--- config.mk ---
export PLATFORM = sky130hd
export DESIGN_NAME = sdram_arbiter_flat
export DESIGN_NICKNAME = d
export VERILOG_FILES = /design/src/rtl/sdram_arb_pkg.sv /design/src/rtl/sdram_arbiter_if.sv /design/src/rtl/sdram_arb_pick.sv /design/src/rtl/sdram_arbiter.sv /design/src/flat_wrapper.sv
export SDC_FILE = /design/constraint.sdc
export NUM_CORES = 1
export LEC_CHECK = 0
export ABC_AREA = 1
export BUFFER_PORTS_ARGS = -buffer_cell sky130_fd_sc_hd__buf_4
export CAP_MARGIN = 20
export CORE_AREA = 2 2 123 125
export DETAILED_ROUTE_END_ITERATION = 16
export DIE_AREA = 0 0 125 127
export GPL_TIMING_DRIVEN = 0
export PLACE_DENSITY = 0.73
export RECOVER_POWER = 50
export SYNTH_ARGS = -nofsm -noshare
export SYNTH_HDL_FRONTEND = slang
export SYNTH_SLANG_ARGS = --single-unit
--- constraint.sdc ---
create_clock -name clk_96 -period 2.8 [get_ports clk_96]
set_clock_uncertainty 0.1 [all_clocks]
set_input_delay 0.28 -clock clk_96 [delete_from_list [all_inputs] [get_ports clk_96]]
set_output_delay 0.28 -clock clk_96 [all_outputs]
set_load 0.005 [all_outputs]
--- src/rtl/sdram_arb_pkg.sv ---
// Shared types and constants for the SDRAM slot arbiter.
package sdram_arb_pkg;

   typedef enum logic [1:0] {
      GNT_IDLE = 2'd0,
      GNT_VID  = 2'd1,
      GNT_CPU  = 2'd2,
      GNT_LDR  = 2'd3
   } grant_e;

   localparam int PORT_VID = 0;
   localparam int PORT_CPU = 1;
   localparam int PORT_LDR = 2;

   localparam int VID_MAX_RUN_DEF = 3;
   localparam int RUN_W           = 3;

   // Round-robin pointer: which of CPU/loader is preferred on the next tie.
   localparam logic RR_CPU = 1'b0;
   localparam logic RR_LDR = 1'b1;

endpackage

--- src/rtl/sdram_arbiter_if.sv ---
// Requester and controller signals of the SDRAM arbiter; the arbiter uses the
// slave modport, the requester/controller side uses master.
interface sdram_arbiter_if #(parameter int ADDR_W = 24);
   logic              vid_req;
   logic [ADDR_W-1:0] vid_addr;
   logic              vid_ack;
   logic [63:0]       vid_data;
   logic              cpu_req;
   logic              cpu_we;
   logic [ADDR_W-1:0] cpu_addr;
   logic [1:0]        cpu_ds;
   logic [15:0]       cpu_din;
   logic              cpu_ack;
   logic [15:0]       cpu_dout;
   logic              ldr_req;
   logic [ADDR_W-1:0] ldr_addr;
   logic [15:0]       ldr_din;
   logic              ldr_ack;
   logic              sd_req;
   logic              sd_we;
   logic [ADDR_W-1:0] sd_addr;
   logic [1:0]        sd_ds;
   logic [15:0]       sd_din;
   logic [15:0]       sd_dout;
   logic [63:0]       sd_dout64;

   modport slave (
      input  vid_req, vid_addr, cpu_req, cpu_we, cpu_addr, cpu_ds, cpu_din,
             ldr_req, ldr_addr, ldr_din, sd_dout, sd_dout64,
      output vid_ack, vid_data, cpu_ack, cpu_dout, ldr_ack,
             sd_req, sd_we, sd_addr, sd_ds, sd_din
   );

   modport master (
      output vid_req, vid_addr, cpu_req, cpu_we, cpu_addr, cpu_ds, cpu_din,
             ldr_req, ldr_addr, ldr_din, sd_dout, sd_dout64,
      input  vid_ack, vid_data, cpu_ack, cpu_dout, ldr_ack,
             sd_req, sd_we, sd_addr, sd_ds, sd_din
   );
endinterface

--- src/rtl/sdram_arb_pick.sv ---
// Combinational winner selection: video priority with a bounded run while the
// CPU waits, CPU/loader alternating by round-robin pointer.
module sdram_arb_pick
   import sdram_arb_pkg::*;
#(
   parameter int VID_MAX_RUN = VID_MAX_RUN_DEF
) (
   input  logic             vid_el_i,
   input  logic             cpu_el_i,
   input  logic             ldr_el_i,
   input  logic [RUN_W-1:0] vid_run_i,
   input  logic             rr_i,
   output grant_e           win_o
);

   always_comb begin
      win_o = GNT_IDLE;
      if (vid_el_i) begin
         if (cpu_el_i && vid_run_i == RUN_W'(VID_MAX_RUN)) win_o = GNT_CPU;
         else                                               win_o = GNT_VID;
      end else if (cpu_el_i && ldr_el_i) begin
         win_o = (rr_i == RR_LDR) ? GNT_LDR : GNT_CPU;
      end else if (cpu_el_i) begin
         win_o = GNT_CPU;
      end else if (ldr_el_i) begin
         win_o = GNT_LDR;
      end
   end

endmodule

--- src/rtl/sdram_arbiter.sv ---
// Slot arbiter sharing one SDRAM controller port between video, CPU and loader.
// Every clk_8_en edge completes the previous slot and issues the next one.
module sdram_arbiter
   import sdram_arb_pkg::*;
#(
   parameter int VID_MAX_RUN = VID_MAX_RUN_DEF,
   parameter int ADDR_W      = 24
) (
   input  logic           clk_96,
   input  logic           reset_n,
   input  logic           clk_8_en,
   sdram_arbiter_if.slave bus
);

   grant_e              grant_q, grant_d, win;
   logic [RUN_W-1:0]    run_q, run_d;
   logic                rr_q, rr_d;
   logic                sd_req_q, sd_req_d, sd_we_q, sd_we_d;
   logic [ADDR_W-1:0]   sd_addr_q, sd_addr_d;
   logic [1:0]          sd_ds_q, sd_ds_d;
   logic [15:0]         sd_din_q, sd_din_d;
   logic                vid_ack_q, vid_ack_d, cpu_ack_q, cpu_ack_d, ldr_ack_q, ldr_ack_d;
   logic [63:0]         vid_data_q, vid_data_d;
   logic [15:0]         cpu_dout_q, cpu_dout_d;
   logic                vid_el, cpu_el, ldr_el;

   // Video is a streaming prefetcher and may hold consecutive slots (bounded by
   // VID_MAX_RUN); CPU and loader still show req on their ack edge, so mask them.
   assign vid_el = bus.vid_req;
   assign cpu_el = bus.cpu_req && (grant_q != GNT_CPU);
   assign ldr_el = bus.ldr_req && (grant_q != GNT_LDR);

   sdram_arb_pick #(.VID_MAX_RUN(VID_MAX_RUN)) u_pick (
      .vid_el_i  (vid_el),
      .cpu_el_i  (cpu_el),
      .ldr_el_i  (ldr_el),
      .vid_run_i (run_q),
      .rr_i      (rr_q),
      .win_o     (win)
   );

   always_comb begin
      grant_d    = grant_q;
      run_d      = run_q;
      rr_d       = rr_q;
      sd_req_d   = sd_req_q;
      sd_we_d    = sd_we_q;
      sd_addr_d  = sd_addr_q;
      sd_ds_d    = sd_ds_q;
      sd_din_d   = sd_din_q;
      vid_data_d = vid_data_q;
      cpu_dout_d = cpu_dout_q;
      vid_ack_d  = 1'b0;
      cpu_ack_d  = 1'b0;
      ldr_ack_d  = 1'b0;
      if (clk_8_en) begin
         unique case (grant_q)
            GNT_VID: begin
               vid_data_d = bus.sd_dout64;
               vid_ack_d  = 1'b1;
            end
            GNT_CPU: begin
               if (!sd_we_q) cpu_dout_d = bus.sd_dout;
               cpu_ack_d = 1'b1;
            end
            GNT_LDR:  ldr_ack_d = 1'b1;
            default: ;
         endcase

         grant_d = win;
         if (!bus.cpu_req) run_d = '0;
         unique case (win)
            GNT_VID: begin
               sd_req_d  = 1'b1;
               sd_we_d   = 1'b0;
               sd_addr_d = bus.vid_addr;
               sd_ds_d   = 2'b11;
               if (bus.cpu_req && run_q < RUN_W'(VID_MAX_RUN)) run_d = run_q + 1'b1;
            end
            GNT_CPU: begin
               sd_req_d  = 1'b1;
               sd_we_d   = bus.cpu_we;
               sd_addr_d = bus.cpu_addr;
               sd_ds_d   = bus.cpu_ds;
               sd_din_d  = bus.cpu_din;
               run_d     = '0;
               rr_d      = RR_LDR;
            end
            GNT_LDR: begin
               sd_req_d  = 1'b1;
               sd_we_d   = 1'b1;
               sd_addr_d = bus.ldr_addr;
               sd_ds_d   = 2'b11;
               sd_din_d  = bus.ldr_din;
               rr_d      = RR_CPU;
            end
            default: sd_req_d = 1'b0;
         endcase
      end
   end

   always_ff @(posedge clk_96 or negedge reset_n) begin
      if (!reset_n) begin
         grant_q    <= GNT_IDLE;
         run_q      <= '0;
         rr_q       <= RR_CPU;
         sd_req_q   <= 1'b0;
         sd_we_q    <= 1'b0;
         sd_addr_q  <= '0;
         sd_ds_q    <= 2'b11;
         sd_din_q   <= '0;
         vid_ack_q  <= 1'b0;
         cpu_ack_q  <= 1'b0;
         ldr_ack_q  <= 1'b0;
         vid_data_q <= '0;
         cpu_dout_q <= '0;
      end else begin
         grant_q    <= grant_d;
         run_q      <= run_d;
         rr_q       <= rr_d;
         sd_req_q   <= sd_req_d;
         sd_we_q    <= sd_we_d;
         sd_addr_q  <= sd_addr_d;
         sd_ds_q    <= sd_ds_d;
         sd_din_q   <= sd_din_d;
         vid_ack_q  <= vid_ack_d;
         cpu_ack_q  <= cpu_ack_d;
         ldr_ack_q  <= ldr_ack_d;
         vid_data_q <= vid_data_d;
         cpu_dout_q <= cpu_dout_d;
      end
   end

   assign bus.sd_req   = sd_req_q;
   assign bus.sd_we    = sd_we_q;
   assign bus.sd_addr  = sd_addr_q;
   assign bus.sd_ds    = sd_ds_q;
   assign bus.sd_din   = sd_din_q;
   assign bus.vid_ack  = vid_ack_q;
   assign bus.vid_data = vid_data_q;
   assign bus.cpu_ack  = cpu_ack_q;
   assign bus.cpu_dout = cpu_dout_q;
   assign bus.ldr_ack  = ldr_ack_q;

endmodule

--- src/flat_wrapper.sv ---
// flat-port wrapper written by rule: the top's interface ports become plain ports
module sdram_arbiter_flat import sdram_arb_pkg::*;
#(
   parameter int VID_MAX_RUN = VID_MAX_RUN_DEF,
   parameter int ADDR_W      = 24
)
  (clk_96, reset_n, clk_8_en, bus_vid_req, bus_vid_addr, bus_cpu_req, bus_cpu_we, bus_cpu_addr, bus_cpu_ds, bus_cpu_din, bus_ldr_req, bus_ldr_addr, bus_ldr_din, bus_sd_dout, bus_sd_dout64, bus_vid_ack, bus_vid_data, bus_cpu_ack, bus_cpu_dout, bus_ldr_ack, bus_sd_req, bus_sd_we, bus_sd_addr, bus_sd_ds, bus_sd_din);
  sdram_arbiter_if #(.ADDR_W(ADDR_W)) bus_i ();
  input  logic clk_96;
  input  logic reset_n;
  input  logic clk_8_en;
  input wire logic [$bits(bus_i.vid_req)-1:0] bus_vid_req;
  input wire logic [$bits(bus_i.vid_addr)-1:0] bus_vid_addr;
  input wire logic [$bits(bus_i.cpu_req)-1:0] bus_cpu_req;
  input wire logic [$bits(bus_i.cpu_we)-1:0] bus_cpu_we;
  input wire logic [$bits(bus_i.cpu_addr)-1:0] bus_cpu_addr;
  input wire logic [$bits(bus_i.cpu_ds)-1:0] bus_cpu_ds;
  input wire logic [$bits(bus_i.cpu_din)-1:0] bus_cpu_din;
  input wire logic [$bits(bus_i.ldr_req)-1:0] bus_ldr_req;
  input wire logic [$bits(bus_i.ldr_addr)-1:0] bus_ldr_addr;
  input wire logic [$bits(bus_i.ldr_din)-1:0] bus_ldr_din;
  input wire logic [$bits(bus_i.sd_dout)-1:0] bus_sd_dout;
  input wire logic [$bits(bus_i.sd_dout64)-1:0] bus_sd_dout64;
  output wire logic [$bits(bus_i.vid_ack)-1:0] bus_vid_ack;
  output wire logic [$bits(bus_i.vid_data)-1:0] bus_vid_data;
  output wire logic [$bits(bus_i.cpu_ack)-1:0] bus_cpu_ack;
  output wire logic [$bits(bus_i.cpu_dout)-1:0] bus_cpu_dout;
  output wire logic [$bits(bus_i.ldr_ack)-1:0] bus_ldr_ack;
  output wire logic [$bits(bus_i.sd_req)-1:0] bus_sd_req;
  output wire logic [$bits(bus_i.sd_we)-1:0] bus_sd_we;
  output wire logic [$bits(bus_i.sd_addr)-1:0] bus_sd_addr;
  output wire logic [$bits(bus_i.sd_ds)-1:0] bus_sd_ds;
  output wire logic [$bits(bus_i.sd_din)-1:0] bus_sd_din;
  assign bus_i.vid_req = bus_vid_req;
  assign bus_i.vid_addr = bus_vid_addr;
  assign bus_i.cpu_req = bus_cpu_req;
  assign bus_i.cpu_we = bus_cpu_we;
  assign bus_i.cpu_addr = bus_cpu_addr;
  assign bus_i.cpu_ds = bus_cpu_ds;
  assign bus_i.cpu_din = bus_cpu_din;
  assign bus_i.ldr_req = bus_ldr_req;
  assign bus_i.ldr_addr = bus_ldr_addr;
  assign bus_i.ldr_din = bus_ldr_din;
  assign bus_i.sd_dout = bus_sd_dout;
  assign bus_i.sd_dout64 = bus_sd_dout64;
  assign bus_vid_ack = bus_i.vid_ack;
  assign bus_vid_data = bus_i.vid_data;
  assign bus_cpu_ack = bus_i.cpu_ack;
  assign bus_cpu_dout = bus_i.cpu_dout;
  assign bus_ldr_ack = bus_i.ldr_ack;
  assign bus_sd_req = bus_i.sd_req;
  assign bus_sd_we = bus_i.sd_we;
  assign bus_sd_addr = bus_i.sd_addr;
  assign bus_sd_ds = bus_i.sd_ds;
  assign bus_sd_din = bus_i.sd_din;
  sdram_arbiter #(.VID_MAX_RUN(VID_MAX_RUN), .ADDR_W(ADDR_W)) u_core (.clk_96(clk_96), .reset_n(reset_n), .clk_8_en(clk_8_en), .bus(bus_i));
endmodule
; Yosys cells after proc, flatten, opt, wreduce, memory -nomap -nowiden
; Cells that the tools add are included.
[totals]
ff_bits = 133
output_inout_bits = 127
input_bits = 193
wordCells = 61
[classes]
bitwise = 1
n_mux = 21
eq_ne = 9
n_reduce_logical = 15
order_cmp = 1
addsub = 1
[op_table]
columns = operator, n
row1 = $pmux W24 S3, 1
row2 = $pmux W16 S2, 1
row3 = $mux W2, 5
row4 = $eq A2 B2 Y1 const B, 4
row5 = $mux W1, 8
row6 = $reduce_and A2 Y1, 4
row7 = $mux W3, 2
row8 = $pmux W3 S2, 1
row9 = $logic_and A1 B1 Y1, 5
row10 = $eq A2 B1 Y1 const B, 2
row11 = $ne A2 B2 Y1 const B, 2
row12 = $pmux W2 S2, 1
row13 = $reduce_bool A2 Y1, 2
row14 = $add A3 B1 Y3 const B, 1
row15 = $eq A3 B2 Y1 const B, 1
row16 = $lt A3 B2 Y1 const B, 1
row17 = $pmux W1 S3, 1
row18 = $reduce_and A3 Y1, 1
row19 = $reduce_bool A3 Y1, 1
row20 = $reduce_or A3 Y1, 1
row21 = $pmux W1 S2, 1
row22 = $reduce_or A2 Y1, 1
row23 = $not A1 Y1, 1

; Depth between registers and ports, before layout
[depth]
word_depth = 10
ltp_mapped = 14
mapped_depth_nobuf = 14

; Hierarchy
; From an unflattened synthesis, not the netlist that was laid out.
[hier_totals]
cells_unflattened = 659
area_unflattened_um2 = 5738.0
[modules_own_cells]
columns = mod, n_inst, area_per_inst_um2, cells_each, seq_area_each_um2
row1 = sdram_arbiter, 1, 5679.2, 645, 3330.7
row2 = sdram_arb_pick, 1, 58.8, 14, 0.0

; Worst setup path after synthesis
; No wires, ideal clock.
[synth_path]
path_type = register to register
startpoint = reg u_core.run_q[0]
endpoint = reg u_core.sd_addr_q[10] (netlist: u_core.bus.sd_addr[10])
setup_ps = 82
synth_period_minus_slack_ps = 2212
path_stages_with_launch = 13
n_path_buf = 2
arrival_time_ps = 2030
path_slack_ps = 588
required_ps = 2618
cell_sequence = dfrtp_1 ha_1 ha_1 nand2_1 nand2_1 nand2_1 inv_1 ha_1 buf_2 nor2_4 buf_2 nand2_1 a31oi_1
[synth_between]
elab_chain_len = 7
elab_cells_between_ends = 10
cone_classes = eq/ne (4) / mux (3) / reduce/logical (3)
[synth_rtl]
columns = element, line
row1 = from (decl), sdram_arbiter.sv:16  ; logic [RUN_W-1:0] run_q, run_d;
row2 = from (signal assigned), sdram_arbiter.sv:119  ; run_q <= run_d;
row3 = $eq A3 B2 Y1 (*), sdram_arb_pick.sv:19  ; if (cpu_el_i && vid_run_i == RUN_W'(VID_MAX_RUN)) win_o = GNT_CPU;
row4 = $logic_and A1 B1 Y1 (*), sdram_arb_pick.sv:19
row5 = $mux W2 (*), sdram_arb_pick.sv:19
row6 = $mux W2 (*), sdram_arb_pick.sv:18  ; if (vid_el_i) begin
row7 = net u_core.u_pick.win_o[0], sdram_arb_pick.sv:13  ; output grant_e win_o
row8 = $eq A2 B1 Y1 or $eq A2 B2 Y1 (tied branches), sdram_arbiter.sv:72  ; unique case (win)
row9 = $reduce_bool A3 Y1 (no source line), n/a
row10 = $reduce_and A2 Y1 (no source line), n/a
row11 = to (signal assigned), sdram_arbiter.sv:123  ; sd_addr_q <= sd_addr_d;
row12 = to (decl), sdram_arbiter.sv:19  ; logic [ADDR_W-1:0] sd_addr_q, sd_addr_d;
; The timed path passes the listed nets; every way through them passes the cells marked *.
; A chain may end at the register's enable or synchronous reset.

; Worst setup path after layout
[layout_path]
startpoint = reg u_core.run_q[0]
endpoint = reg u_core.sd_addr_q[5] (netlist: u_core.bus.sd_addr[5])
; The elaborated chain is that of the path after synthesis.

==> results.json <==
{
  "die_w_um": 125,
  "nNetsFinal": 1297,
  "antenna_found_initial": 0,
  "worstPathMaxFanout": 10,
  "path_buf_inv": 3,
  "gr-total-overflow": 0,
  "area_growth_pct": 69.5,
  "synthTopCellsByCount": "330 x nand2_1, 131 x dfrtp_1, 50 x nor2_1, 40 x a31oi_1, 27 x a21oi_1",
  "grt_max_degree": 82,
  "ys_seq_area_share_pct": 58.1,
  "clkTransAtPathRegs_ns": 0.06,
  "ys_seq_elements": 133,
  "hp-class": "primary input to register",
  "cp_common_cell": "nand2_1",
  "num_rows": 44,
  "slowest_delay_ns": 0.44,
  "drive_gt1_share_pct": 32.5,
  "yosysTopAreaCell": "dfrtp_1",
  "critPathLaunchType": "register",
  "drc": 0,
  "grt_usage_pct": 26.0,
  "cts_max_level": 4,
  "routed_wl_mm": 20.2,
  "grt_pass1_vias": 6455,
  "gp_congestion": 0.811,
  "tightest_slew_ns": 1.40,
  "synth_edf_count": 0,
  "start_util_pct": 39.8,
  "viasPerCell": 4.75,
  "synthMuxAreaShare_pct": 0,
  "slowest_stage": "dfrtp_1",
  "final_hold_viol_count": 0,
  "first_pass_iters": 4,
  "crit_type": "register to register",
  "rsz0062_at_grt": "true",
  "synth_simple_gate_area_share_pct": 28.3,
  "async_flop_share_pct": 100,
  "synth_top_family_by_area": "simple AND/OR/NAND/NOR gates",
  "rr_endpoint": "u_core.bus.sd_addr[5]",
  "synth_compound_area_share_pct": 7.26,
  "endpoint": "u_core.bus.sd_addr[5]",
  "io_pins": 320,
  "stdcell_count": 1293,
  "netlist_instances": 678,
  "grt_pass1_wl_mm": 32.7,
  "diodes": 0,
  "coreArea_sq_um": 14400,
  "cp.arrival_ns": 2.85,
  "end_kind": "register",
  "run_status": "finished clean",
  "vias": 6137,
  "reg2reg_depth": 12,
  "synth_most_common_cell": "nand2_1",
  "ys_warn_count": 0,
  "worst-r2r-setup-slack_ns": 0.18,
  "required_ns": 3.03,
  "crit_start": "u_core.run_q[0]",
  "synth_ff_type": "dfrtp_1",
  "wl_per_cell_um": 15.6,
  "clkLatencyLatePin_ns": 0.41,
  "maxSlewViolCount": 0,
  "io_buffers": 319,
  "tritoncts": "built",
  "reg2reg_from": "u_core.run_q[0]",
  "clock_sinks": 133,
  "die_h_um": 127,
  "clockRootBuffer": "clkbuf_16",
  "finalSetupTns_ns": 0,
  "min_period_ns": 2.62,
  "leakage_uw": 0.00507,
  "period_share_pct": 93.5,
  "max_freq_mhz": 382,
  "worstPathCellList": "ha_1, ha_1, nand2_1, nand2_1, nand2_1, inv_1, ha_1, buf_2, nor2_4, clkbuf_4, nand2_1, a31oi_1",
  "crit_cells": 12,
  "critPathTopFamily": "simple AND/OR/NAND/NOR gates",
  "regArea_sq_um": 3330,
  "synth_top_area_share_pct": 57.2,
  "n_fill_cell": 1161,
  "synth.top_cells.by_area": "dfrtp_1 57%, nand2_1 22%, a31oi_1 4.4%, nor2_1 3.3%, a21oi_1 2.4%",
  "drt-initial-drc-count": 268,
  "maxSlewHeadroom_pct": 6.82,
  "cts_buffers": 17,
  "ant_nets": 0,
  "die_area_sq_um": 15900,
  "ys_types": 26,
  "synth_xor_area_share_pct": 0,
  "multi_input_area_sq_um": 2130,
  "dpl.cell_count": 1182,
  "syn-cell-area_sq_um": 5740,
  "syn_area_per_cell_sq_um": 8.46,
  "p_per_area_nw_per_um2": 716,
  "synthAdderAreaFrac_pct": 1.53,
  "cap_violations": 0,
  "setup_viol": 0,
  "vdd_drop_max_uv": 363,
  "post-dp-hpwl_mm": 13.8,
  "synthesis.nets": 878,
  "cts_buffer_depth": 2
}
-- through the flow --
stage          worst slack (ns)  power [uW]  hold WS [ns]  instance area (sq um)  util [%]
2_1_floorplan             0.588        3310        -0.116                   5740         -
3_3_place_gp              0.141        4460         0.355                   8360      58.0
3_5_place_dp              0.133        4520         0.163                   8390      58.2
4_1_cts                   0.108        7090       0.00112                   9830      68.1
5_1_grt                -0.00441        7350       0.00826                   9720      67.4
6_report                  0.183        6960        0.0111                   9720      67.4
-- report_power, final --
group          leakage (uW)  total [uW]  switching, uW  internal [uW]
sequential          0.00161        2670            274           2400
clock              0.000315        2480            855           1620
combinational       0.00315        1810            860            951
-- layer usage --
metal / track usage (%) / vias up / wire length [um]
met1: 28.2 / 2856 / 7660
met3: 8.54 / 31 / 1550
met2: 47.3 / 253 / 10500
li1: - / 2997 / -
met5: 0 / - / 0
met4: 9.67 / 0 / 467
-- how the worst min path moves through the flow --
stage / startpoint / to / cells past startpoint
floorplan: reset_n / u_core.bus.cpu_ack / 0
global placement: u_core.bus.vid_data[54] / u_core.bus.vid_data[54] / 2
detailed placement: reset_n / u_core.bus.sd_din[9] / 1
CTS: bus_sd_dout64[63] / u_core.bus.vid_data[63] / 3
global route: bus_sd_dout[15] / u_core.bus.cpu_dout[15] / 3
finish: bus_sd_dout64[63] / u_core.bus.vid_data[63] / 3
-- sequential cells by signal (all words and copies together), names as in the netlist, 2 cells and up --
register	flops
u_core.bus.cpu_dout	16
u_core.bus.sd_addr	24
u_core.bus.sd_din	16
u_core.bus.sd_ds	2
u_core.bus.vid_data	64
u_core.grant_q	2
u_core.run_q	3
-- timing repair --
item | CTS | global route
setup buffers | 0 | 3
setup endpoints to repair | 0 | 30
hold buffers | 78 | 0
gates resized for setup | 0 | 12
hold endpoints to repair | 130 | 0
-- worst min-delay path: cells and delay by family --
kind / cells / cell delay [ns]
buffers and inverters: 1 / 0.08
AND/OR/NAND/NOR: 2 / 0.14
-- cell families (layout without fill, tap and decap cells) --
group	Yosys count	count (layout)
compound gates	73	73
simple gates	411	411
flops	133	133
buf+inv	54	485
fa+ha+maj	7	7
-- cell usage in the layout (no fill, tap or decap), types with 2 or more instances in the layout --
| master | Yosys | final |
|---|---|---|
| clkbuf_4 | 0 | 85 |
| bufinv_16 | 0 | 5 |
| dlygate4sd3_1 | 0 | 78 |
| clkbuf_16 | 0 | 17 |
| buf_2 | 13 | 12 |
| inv_1 | 12 | 12 |
| nand3_1 | 21 | 21 |
| nand4_1 | 2 | 2 |
| nor2_1 | 50 | 50 |
| o21ai_0 | 4 | 4 |
| a21oi_1 | 27 | 27 |
| nand2_1 | 330 | 330 |
| buf_4 | 4 | 209 |
| ha_1 | 7 | 7 |
| dfrtp_1 | 131 | 131 |
| clkinvlp_4 | 0 | 2 |
| clkbuf_1 | 10 | 40 |
| nor2_4 | 3 | 3 |
| buf_6 | 6 | 6 |
| clkinv_2 | 0 | 2 |
| clkinv_1 | 2 | 2 |
| clkinv_4 | 0 | 2 |
| clkbuf_8 | 0 | 2 |
| clkbuf_2 | 0 | 3 |
| dfstp_2 | 2 | 2 |
| a31oi_1 | 40 | 40 |
| inv_2 | 5 | 5 |
-- layout make-up --
class / instances / area share, %
multi-input combinational: 491 / 21.9
inverter: 19 / 0.733
clock inverter: 12 / 2.07
clock buffer: 19 / 4.66
sequential: 133 / 34.3
timing repair buffer: 401 / 31.9
tap: 184 / 2.37
buffer: 34 / 2.19
Note: power is estimated with default switching activity, not from simulation.
